==> config.mk <==
export PLATFORM = sky130hd
export DESIGN_NAME = trap_ctrl
export DESIGN_NICKNAME = d
export VERILOG_FILES = /design/src/rtl/trap_ctrl.sv
export SDC_FILE = /design/constraint.sdc
export NUM_CORES = 1
export LEC_CHECK = 0
export CAP_MARGIN = 20
export CORE_AREA = 2 2 155 157
export DETAILED_ROUTE_END_ITERATION = 12
export DIE_AREA = 0 0 157 159
export GPL_TIMING_DRIVEN = 0
export HOLD_SLACK_MARGIN = 0.06
export PLACE_DENSITY = 0.7
export SLEW_MARGIN = 15
export SYNTH_ARGS = -nofsm -noshare
export SYNTH_HDL_FRONTEND = slang
export SYNTH_SLANG_ARGS = --single-unit
==> constraint.sdc <==
create_clock -name clk_i -period 2.2 [get_ports clk_i]
set_clock_uncertainty 0.1 [all_clocks]
set_input_delay 0.44 -clock clk_i [delete_from_list [all_inputs] [get_ports clk_i]]
set_output_delay 0.44 -clock clk_i [all_outputs]
set_load 0.02 [all_outputs]
==> src/rtl/trap_ctrl.sv <==
// Commit-stage trap controller: flush, one-cycle CSR trap-state write, PC redirect.
// Define TRAP_IRQ_EN to enable machine interrupt detection; default build handles exceptions and mret only.
module trap_ctrl #(
    parameter int unsigned DRAIN_CYCLES = 2
) (
    input  logic        clk_i,
    input  logic        rst_i,
    input  logic        valid_i,
    input  logic [31:0] pc_i,
    input  logic [31:0] instr_i,
    input  logic [31:0] addr_i,
    input  logic        exc_fetch_mis_i,
    input  logic        exc_illegal_i,
    input  logic        exc_ecall_i,
    input  logic        exc_ebreak_i,
    input  logic        exc_load_mis_i,
    input  logic        exc_store_mis_i,
    input  logic        mret_i,
    input  logic        irq_ext_i,
    input  logic        irq_sw_i,
    input  logic        irq_tmr_i,
    input  logic [31:0] mstatus_i,
    input  logic [31:0] mie_i,
    input  logic [31:0] mepc_i,
    input  logic [31:0] mcause_i,
    input  logic [31:0] mtval_i,
    output logic        we_exc_o,
    output logic [31:0] mcause_o,
    output logic [31:0] mepc_o,
    output logic [31:0] mtval_o,
    output logic [31:0] mstatus_o,
    output logic        sel_exc_nret_o,
    output logic        flush_o,
    output logic        busy_o,
    output logic        redirect_o
);

    // state    | meaning
    // IDLE     | waiting for a valid committing instruction with an event
    // FLUSH    | killing younger stages for DRAIN_CYCLES cycles
    // COMMIT   | one-cycle CSR trap-state write
    // REDIRECT | fetch loads mtvec/mepc
    typedef enum logic [1:0] {IDLE, FLUSH, COMMIT, REDIRECT} state_t;

    state_t      state, state_nxt;
    logic [2:0]  cnt, cnt_nxt;
    logic [31:0] cause_q, epc_q, tval_q, status_q;
    logic        sel_q;
    logic [31:0] cause_d, epc_d, tval_d, status_d;
    logic        sel_d;
    logic        exc_any, irq_any, accept;
    logic [3:0]  irq_code;
    logic        irq_ext, irq_sw, irq_tmr;
    logic        unused_ok;

`ifdef TRAP_IRQ_EN
    assign irq_ext = mstatus_i[3] & irq_ext_i & mie_i[11];
    assign irq_sw  = mstatus_i[3] & irq_sw_i  & mie_i[3];
    assign irq_tmr = mstatus_i[3] & irq_tmr_i & mie_i[7];
`else
    assign irq_ext = 1'b0;
    assign irq_sw  = 1'b0;
    assign irq_tmr = 1'b0;
`endif
    assign unused_ok = ^{mie_i, irq_ext_i, irq_sw_i, irq_tmr_i};

    assign irq_any  = irq_ext | irq_sw | irq_tmr;
    assign irq_code = irq_ext ? 4'd11 : (irq_sw ? 4'd3 : 4'd7);
    assign exc_any  = exc_fetch_mis_i | exc_illegal_i | exc_ecall_i
                    | exc_ebreak_i | exc_load_mis_i | exc_store_mis_i;
    assign accept   = valid_i & (exc_any | irq_any | mret_i);

    always_comb begin
        cause_d          = '0;
        tval_d           = '0;
        epc_d            = pc_i;
        sel_d            = 1'b0;
        status_d         = mstatus_i;
        status_d[7]      = mstatus_i[3];
        status_d[3]      = 1'b0;
        status_d[12:11]  = 2'b11;
        if (exc_fetch_mis_i) begin
            cause_d = 32'd0;
            tval_d  = addr_i;
        end else if (exc_illegal_i) begin
            cause_d = 32'd2;
            tval_d  = instr_i;
        end else if (exc_ecall_i) begin
            cause_d = 32'd11;
        end else if (exc_ebreak_i) begin
            cause_d = 32'd3;
            tval_d  = pc_i;
        end else if (exc_load_mis_i) begin
            cause_d = 32'd4;
            tval_d  = addr_i;
        end else if (exc_store_mis_i) begin
            cause_d = 32'd6;
            tval_d  = addr_i;
        end else if (irq_any) begin
            cause_d = {1'b1, 27'b0, irq_code};
        end else begin
            // mret: trap CSRs are rewritten with their current values
            epc_d           = mepc_i;
            cause_d         = mcause_i;
            tval_d          = mtval_i;
            status_d        = mstatus_i;
            status_d[3]     = mstatus_i[7];
            status_d[7]     = 1'b1;
            status_d[12:11] = 2'b11;
            sel_d           = 1'b1;
        end
    end

    always_comb begin
        state_nxt = state;
        cnt_nxt   = cnt;
        case (state)
            IDLE: begin
                if (accept) begin
                    state_nxt = FLUSH;
                    cnt_nxt   = 3'(DRAIN_CYCLES - 1);
                end
            end
            FLUSH: begin
                if (cnt == 3'd0) state_nxt = COMMIT;
                else             cnt_nxt   = cnt - 3'd1;
            end
            COMMIT:   state_nxt = REDIRECT;
            REDIRECT: state_nxt = IDLE;
            default:  state_nxt = IDLE;
        endcase
    end

    always_ff @(posedge clk_i or negedge rst_i) begin
        if (!rst_i) begin
            state    <= IDLE;
            cnt      <= '0;
            cause_q  <= '0;
            epc_q    <= '0;
            tval_q   <= '0;
            status_q <= '0;
            sel_q    <= 1'b0;
        end else begin
            state <= state_nxt;
            cnt   <= cnt_nxt;
            if (state == IDLE && accept) begin
                cause_q  <= cause_d;
                epc_q    <= epc_d;
                tval_q   <= tval_d;
                status_q <= status_d;
                sel_q    <= sel_d;
            end
        end
    end

    // write data is only visible while a sequence is in flight
    assign busy_o         = (state != IDLE);
    assign flush_o        = (state == FLUSH);
    assign we_exc_o       = (state == COMMIT);
    assign redirect_o     = (state == REDIRECT);
    assign mcause_o       = busy_o ? cause_q  : '0;
    assign mepc_o         = busy_o ? epc_q    : '0;
    assign mtval_o        = busy_o ? tval_q   : '0;
    assign mstatus_o      = busy_o ? status_q : '0;
    assign sel_exc_nret_o = busy_o & sel_q;

endmodule

==> results.toml <==
[run_status]
violations = "setup timing"
status = "complete, but fails checks"

[synthesis]
synth.distinct_cells = 38
synth.most_common_cell = "nor2b_1"
synth.area.top_cells = "dfrtp_1 42%, nor2b_1 13%, a21oi_1 8.0%"
synth_top_area_cell = "dfrtp_1"
ys_top_cells_by_count = "159 x nor2b_1, 133 x dfrtp_1, 127 x nand2_1"
ys_seq_area_share_pct = 42.1
syn_area_per_cell_um2 = 8.45
synth_warnings = 0
ys_async_sr_fraction_pct = 100
syn_inst = 935
synth_edf_count = 0
ys.flop_type = "dfrtp_1"
synth_fp_nets = 1210
synth_top_area_share_pct = 42.1
synth_area_um2 = 7900
synth-seq-cells = 133

[critical_path]
cpMaxStageDelayCell = "dfrtp_1"
cp_num_buf_inv = 5
cp-end-kind = "output port"
ff2ff_path_depth = 8
reg2reg_to = "tval_q[17]"
worst_ep_arrival_time_ps = 1820
crit_type = "register to output port"
r2r_slack_ps = 200
regToRegStartpoint = "state[0]"
cp.required_ps = 1660
worstPathCellList = "inv_2 -> ha_4 -> clkbuf_16 -> clkbuf_16 -> buf_6 -> nor2b_1 -> buf_4"
cpPeakStageDelay_ps = 390
critical_path.top_delay_family = "buffers and inverters"
cpMostUsedCell = "clkbuf_16"
worstSetupStartpointType = "register"
worstPathMaxFanout = 8

[grt]
antenna_found_initial = 2
grt_max_degree = 89
grt_pass1_wl_um = 51800
gr-usage-all-layers_pct = 27.3
gr-total-overflow = 0
grt_pass1_vias = 8902

[hold_path]
worstHoldEndpoint = "cause_q[12]"
holdCritPathClass = "register to register"
hold-path-cell-count = 2
hp-start = "cause_q[12]"

[clocking]
clk_pin_slew_ps = 70
cts_sinks = 133
cts_tree = "done"
root_buffer = "clkbuf_16"
htree_levels = 4
clk_latency_ps = 420
cts_buffer_depth = 2
cts_buffers = 17

[job]
maxCapViolCount = 0

[timing]
finalCritPeriodShare_pct = 107
finalHoldViolCount = 0
slew_violations = 0
hold_ws_ps = 374
worst_slack_ps = -163
slew_headroom_pct = 58.2
fmax_mhz = 423
setup_tns_ps = -9930
setup_viol = 119
worstMarginPinSlew_ps = 627
rsz0062_at_grt = "yes"
fin_crit_ps = 2360

[power]
finalPower_mw = 16.7
power_density_nw_per_um2 = 1230
ir_drop_mv = 0.510
leakagePower_nw = 6.02

[floorplanning]
die_area_um2 = 25000
die_x_um = 157
coreArea_um2 = 23200
ios = 402
die_h_um = 159
rows = 56
start_util_pct = 34.1

[routing]
routed_wl_um = 35100
dr.pass1.iters = 6
drc = 0
routedWlPerCell_um = 20.7
drt_iter0_drc = 491
vias_per_cell = 5.15
ant_nets = 0
vias = 8756

[placement]
hpwlAfterDp_um = 26000
post-place-cells = 1616
port_buffers = 361
globalplace.congestion = 0.938

[layout]
final_cells = 1700
nets = 1641
areaGrowthSynthToFinish_pct = 72.4
final_util_pct = 58.7
drive_above_1_share_pct = 26.5
-- repair_timing --
action,in CTS,in global routing
endpoints found under the hold margin,45,0
endpoints found under the setup margin,263,178
gates resized for setup,790,113
cloned,9,5
hold buffers,1,0
buffers inserted,29,8
pin swaps,3,2
-- worst register-to-register path, stage by stage (launching register included) --
cell and delay [ps]:
dfrtp_1 410, inv_2 90, ha_4 250, buf_4 170, o311ai_4 100, buf_6 180, buf_12 150, buf_4 180
o31ai_1 270
-- cell usage in the layout (no fill, tap or decap), drive strengths merged, types with 2 or more instances in the layout --
master	instances
dfrtp	133
o41ai	2
diode	2
o21ai	64
nor4	32
nor2b	159
nand2	127
clkinv	4
dlygate4sd2	3
buf	203
a21oi	127
clkdlybuf4s50	224
or2	2
a221oi	31
o31ai	34
nor2	39
clkbuf	86
or4	2
mux2i	3
mux2	31
inv	46
ha	6
nand2b	4
bufinv	2
clkdlybuf4s15	2
clkinvlp	2
-- sequential cells by signal, indices dropped and copies added, names as in the netlist --
register	cells
cause_q	32
cnt	3
epc_q	32
sel_q	1
state	2
status_q	31
tval_q	32
-- stage by stage --
step	setup slack, ps	area [µm²]
floorplan	16.2	7910
global placement	-5110	11900
detailed placement	-1170	12000
CTS	-158	13200
global route	-241	13600
finish	-163	13600
-- power by group --
group          leakage, nW  switching (mW)  total [mW]  internal [mW]
clock                0.287            1.23        2.93           1.70
sequential            1.68           0.457        3.82           3.37
combinational         4.05            4.86        9.98           5.12
total                 6.02            6.55        16.7           10.2
-- per-layer routing --
metal | part of all wire (%) | track usage (%)
met5 | 0 | 0
met4 | 2.6 | 9.22
met3 | 8.0 | 7.02
met2 | 49 | 47.0
met1 | 40 | 32.9
-- area by class of cell --
type                            count  area (µm²)
Timing Repair Buffer              412        4030
Buffer                             90         838
Clock buffer                       17         425
Antenna cell                        2        5.00
Multi-Input combinational cell    673        4280
Sequential cell                   133        3330
Clock inverter                     15         166
Fill cell                        2133        9570
Inverter                           39         146
Tap cell                          319         399
-- cells by family after synthesis --
group / share of synthesized area (%)
muxes: 4.80
buffers and inverters: 8.05
AOI/OAI and AO/OA: 20.2
and+or+nand+nor: 23.9
adders and majority gates: 0.950
DFF: 42.1
-- worst max-delay path by stage --
stage,from,endpoint,depth (start not counted),slack [ps]
after floorplan,exc_store_mis_i,status_q[10],7,20
after global placement,rst_i,tval_q[4],1,-5110
after detailed placement,state[0],mstatus_o[9],6,-1170
after CTS,state[0],mtval_o[1],7,-160
after global routing,state[0],mcause_o[29],7,-240
final,state[0],mcause_o[18],7,-160
Power figures use the tool's default switching activity.
==> variant (same settings) <==
Register the input `mcause_i` before use. The logic sees it one clock later. The other inputs are not delayed to match.
--- a/src/rtl/trap_ctrl.sv
+++ b/src/rtl/trap_ctrl.sv
@@ -43,2 +43,8 @@
     typedef enum logic [1:0] {IDLE, FLUSH, COMMIT, REDIRECT} state_t;
+
+    logic [31:0] mcause_q;
+
+    always_ff @(posedge clk_i) begin
+        mcause_q <= mcause_i;
+    end
 
@@ -103,3 +109,3 @@
             epc_d           = mepc_i;
-            cause_d         = mcause_i;
+            cause_d         = mcause_q;
             tval_d          = mtval_i;
Behaviour: not the same (Yosys sat finds a counterexample within 4 cycles, from zero or initial values and one cycle with rst_i low).
==> variant against the unedited design <==
The run still ends with setup timing left; highest routed layer unchanged; design area is 0.69% higher; global-route usage fell by 2.6 points; sequential share of layout area is 4.5 points higher; clock power is 9.2% higher; worst setup slack better by 55 ps; routed wire length is 8.9% lower; total power up 0.69%; sequential cell count rose by 32; area after synthesis rose by 2.8%; core utilization is 0.40 points higher.
==> variant: results (changes against the unedited design) <==
Placement Setup Slack=-1186 ps (-15.41 ps); initial antenna violation count=1 (-1); sequential share of the synthesized area=48.86% (+6.7 points); fillers=2031 (-4.8%); met2 wire len=15.69 mm (-9.3%); final count of negative-setup-slack endpoints=115 (-3.4%); vias in the first global route=8008 (-10%); leakage=6.176 nW (+2.6%); compound-cell area share of the yosys netlist=15.83% (-4.3 points); synthesized net count=1097 (-9.3%); Post-synth top cells=dfrtp_1 (133), nor2b_1 (128), nand2_1 (95), o21ai_0 (81), mux2i_1 (65); Async SR Flop Fraction=80.61% (-19 points); WHS Path Cells=1 (-1); worst setup margin=-107.7 ps (+55.29 ps); reg2reg end=state[1]$_DFFE_PN0P_; comb_multi_in=548 (-19%); first-pass iteration count of the detailed router=5 (-1); Endpoint, Worst Hold=mcause_q[16]$_DFF_P_; count of cell types in the netlist=34 (-11%); area occupied by multi-input gates=0.004053 sq mm (-5.3%); met3 Track Usage GR=7.975% (+0.95 points); FF-to-FF setup slack=0 ps (-200 ps); failing checks=setup timing; largest net degree at the start of global routing=70 (-21%); synth top area cells=dfrtp_1 (41%), nor2b_1 (9.9%), mux2i_1 (8.0%); DR WL/cell=20.49 um (-0.82%); global-route wire length before repair=46.53 mm (-10%); routed via count=7815 (-11%); M1 WL=12.71 mm (-9.9%); status=finished, violations left; layout cells sized above 1=28.28% (+1.8 points); peak supply drop=0.7174 mV (+41%); Plain + repair buffers=457 (-9.0%); Critical Path AT=1770 ps (-50 ps); met1 usage in global routing=29.56% (-3.3 points); register area=0.003969 sq mm (+19%); clk_lat worst skew=440 ps (+20 ps); synthesized-area fraction occupied by adder cells=0.9242% (-0.026 points); Met3 Wirelength=2.900 mm (+3.8%); CP max FO=6 (-2); Final nets=1503 (-8.4%); Iter 0 DRT Violations=412 (-16%); DP HPWL=22.78 mm (-12%)
variant: cell types whose count changed after synthesis, sizes merged, moves of 31 or more:
cell and delta:
a21oi -94, a22o +31, mux2i +62, nor4 -32, nand2 -32, nor2b -31, o31ai -32, dfxtp +32
variant: kinds of logic after synthesis:
kind of cell	after synthesis
AOI/OAI and AO/OA	202
adders and majority gates	6
buffers and inverters	109
DFF	165
muxes	96
and+or+nand+nor	244
variant: worst max-delay path by stage:
stage	from	to	slack [ps]	cells past startpoint
6_report	state[0]$_DFFE_PN0P_	mstatus_o[12]	-110	7
5_1_grt	state[0]$_DFFE_PN0P_	mstatus_o[12]	-160	7
4_1_cts	state[0]$_DFFE_PN0P_	mstatus_o[12]	-180	7
3_5_place_dp	state[0]$_DFFE_PN0P_	mstatus_o[6]	-1190	6
3_3_place_gp	rst_i	status_q[10]$_DFFE_PN0P_	-5180	1
2_1_floorplan	state[0]$_DFFE_PN0P_	mstatus_o[12]	60	6
variant: metrics by stage:
step,std cells,cell area (sq um),hold WS (ps),utilization (%),TNS [ps]
finish,1561,13720,331.3,59.14,-6713
global route,1561,13720,316.4,59.14,-12440
CTS,1550,13060,317.4,56.31,-8190
detailed placement,1505,12190,321.5,52.56,-200600
global placement,1504,12160,322.5,52.42,-880740
floorplan,822,8125,44.41,-,0
variant: what timing repair did:
action,CTS,global route
buffers inserted,9,6
resized for setup,715,186
setup endpoints to repair,260,240
cloned,3,5
hold buffers,1,0
pin swaps,3,5
endpoints found under the hold margin,64,0
variant: report_power, final:
| group | internal [mW] | switching, mW | total [mW] |
|---|---|---|---|
| Sequential | 3.96 | 0.438 | 4.40 |
| Clock | 1.59 | 1.61 | 3.20 |
| Combinational | 4.67 | 4.57 | 9.25 |
| Total | 10.2 | 6.62 | 16.8 |
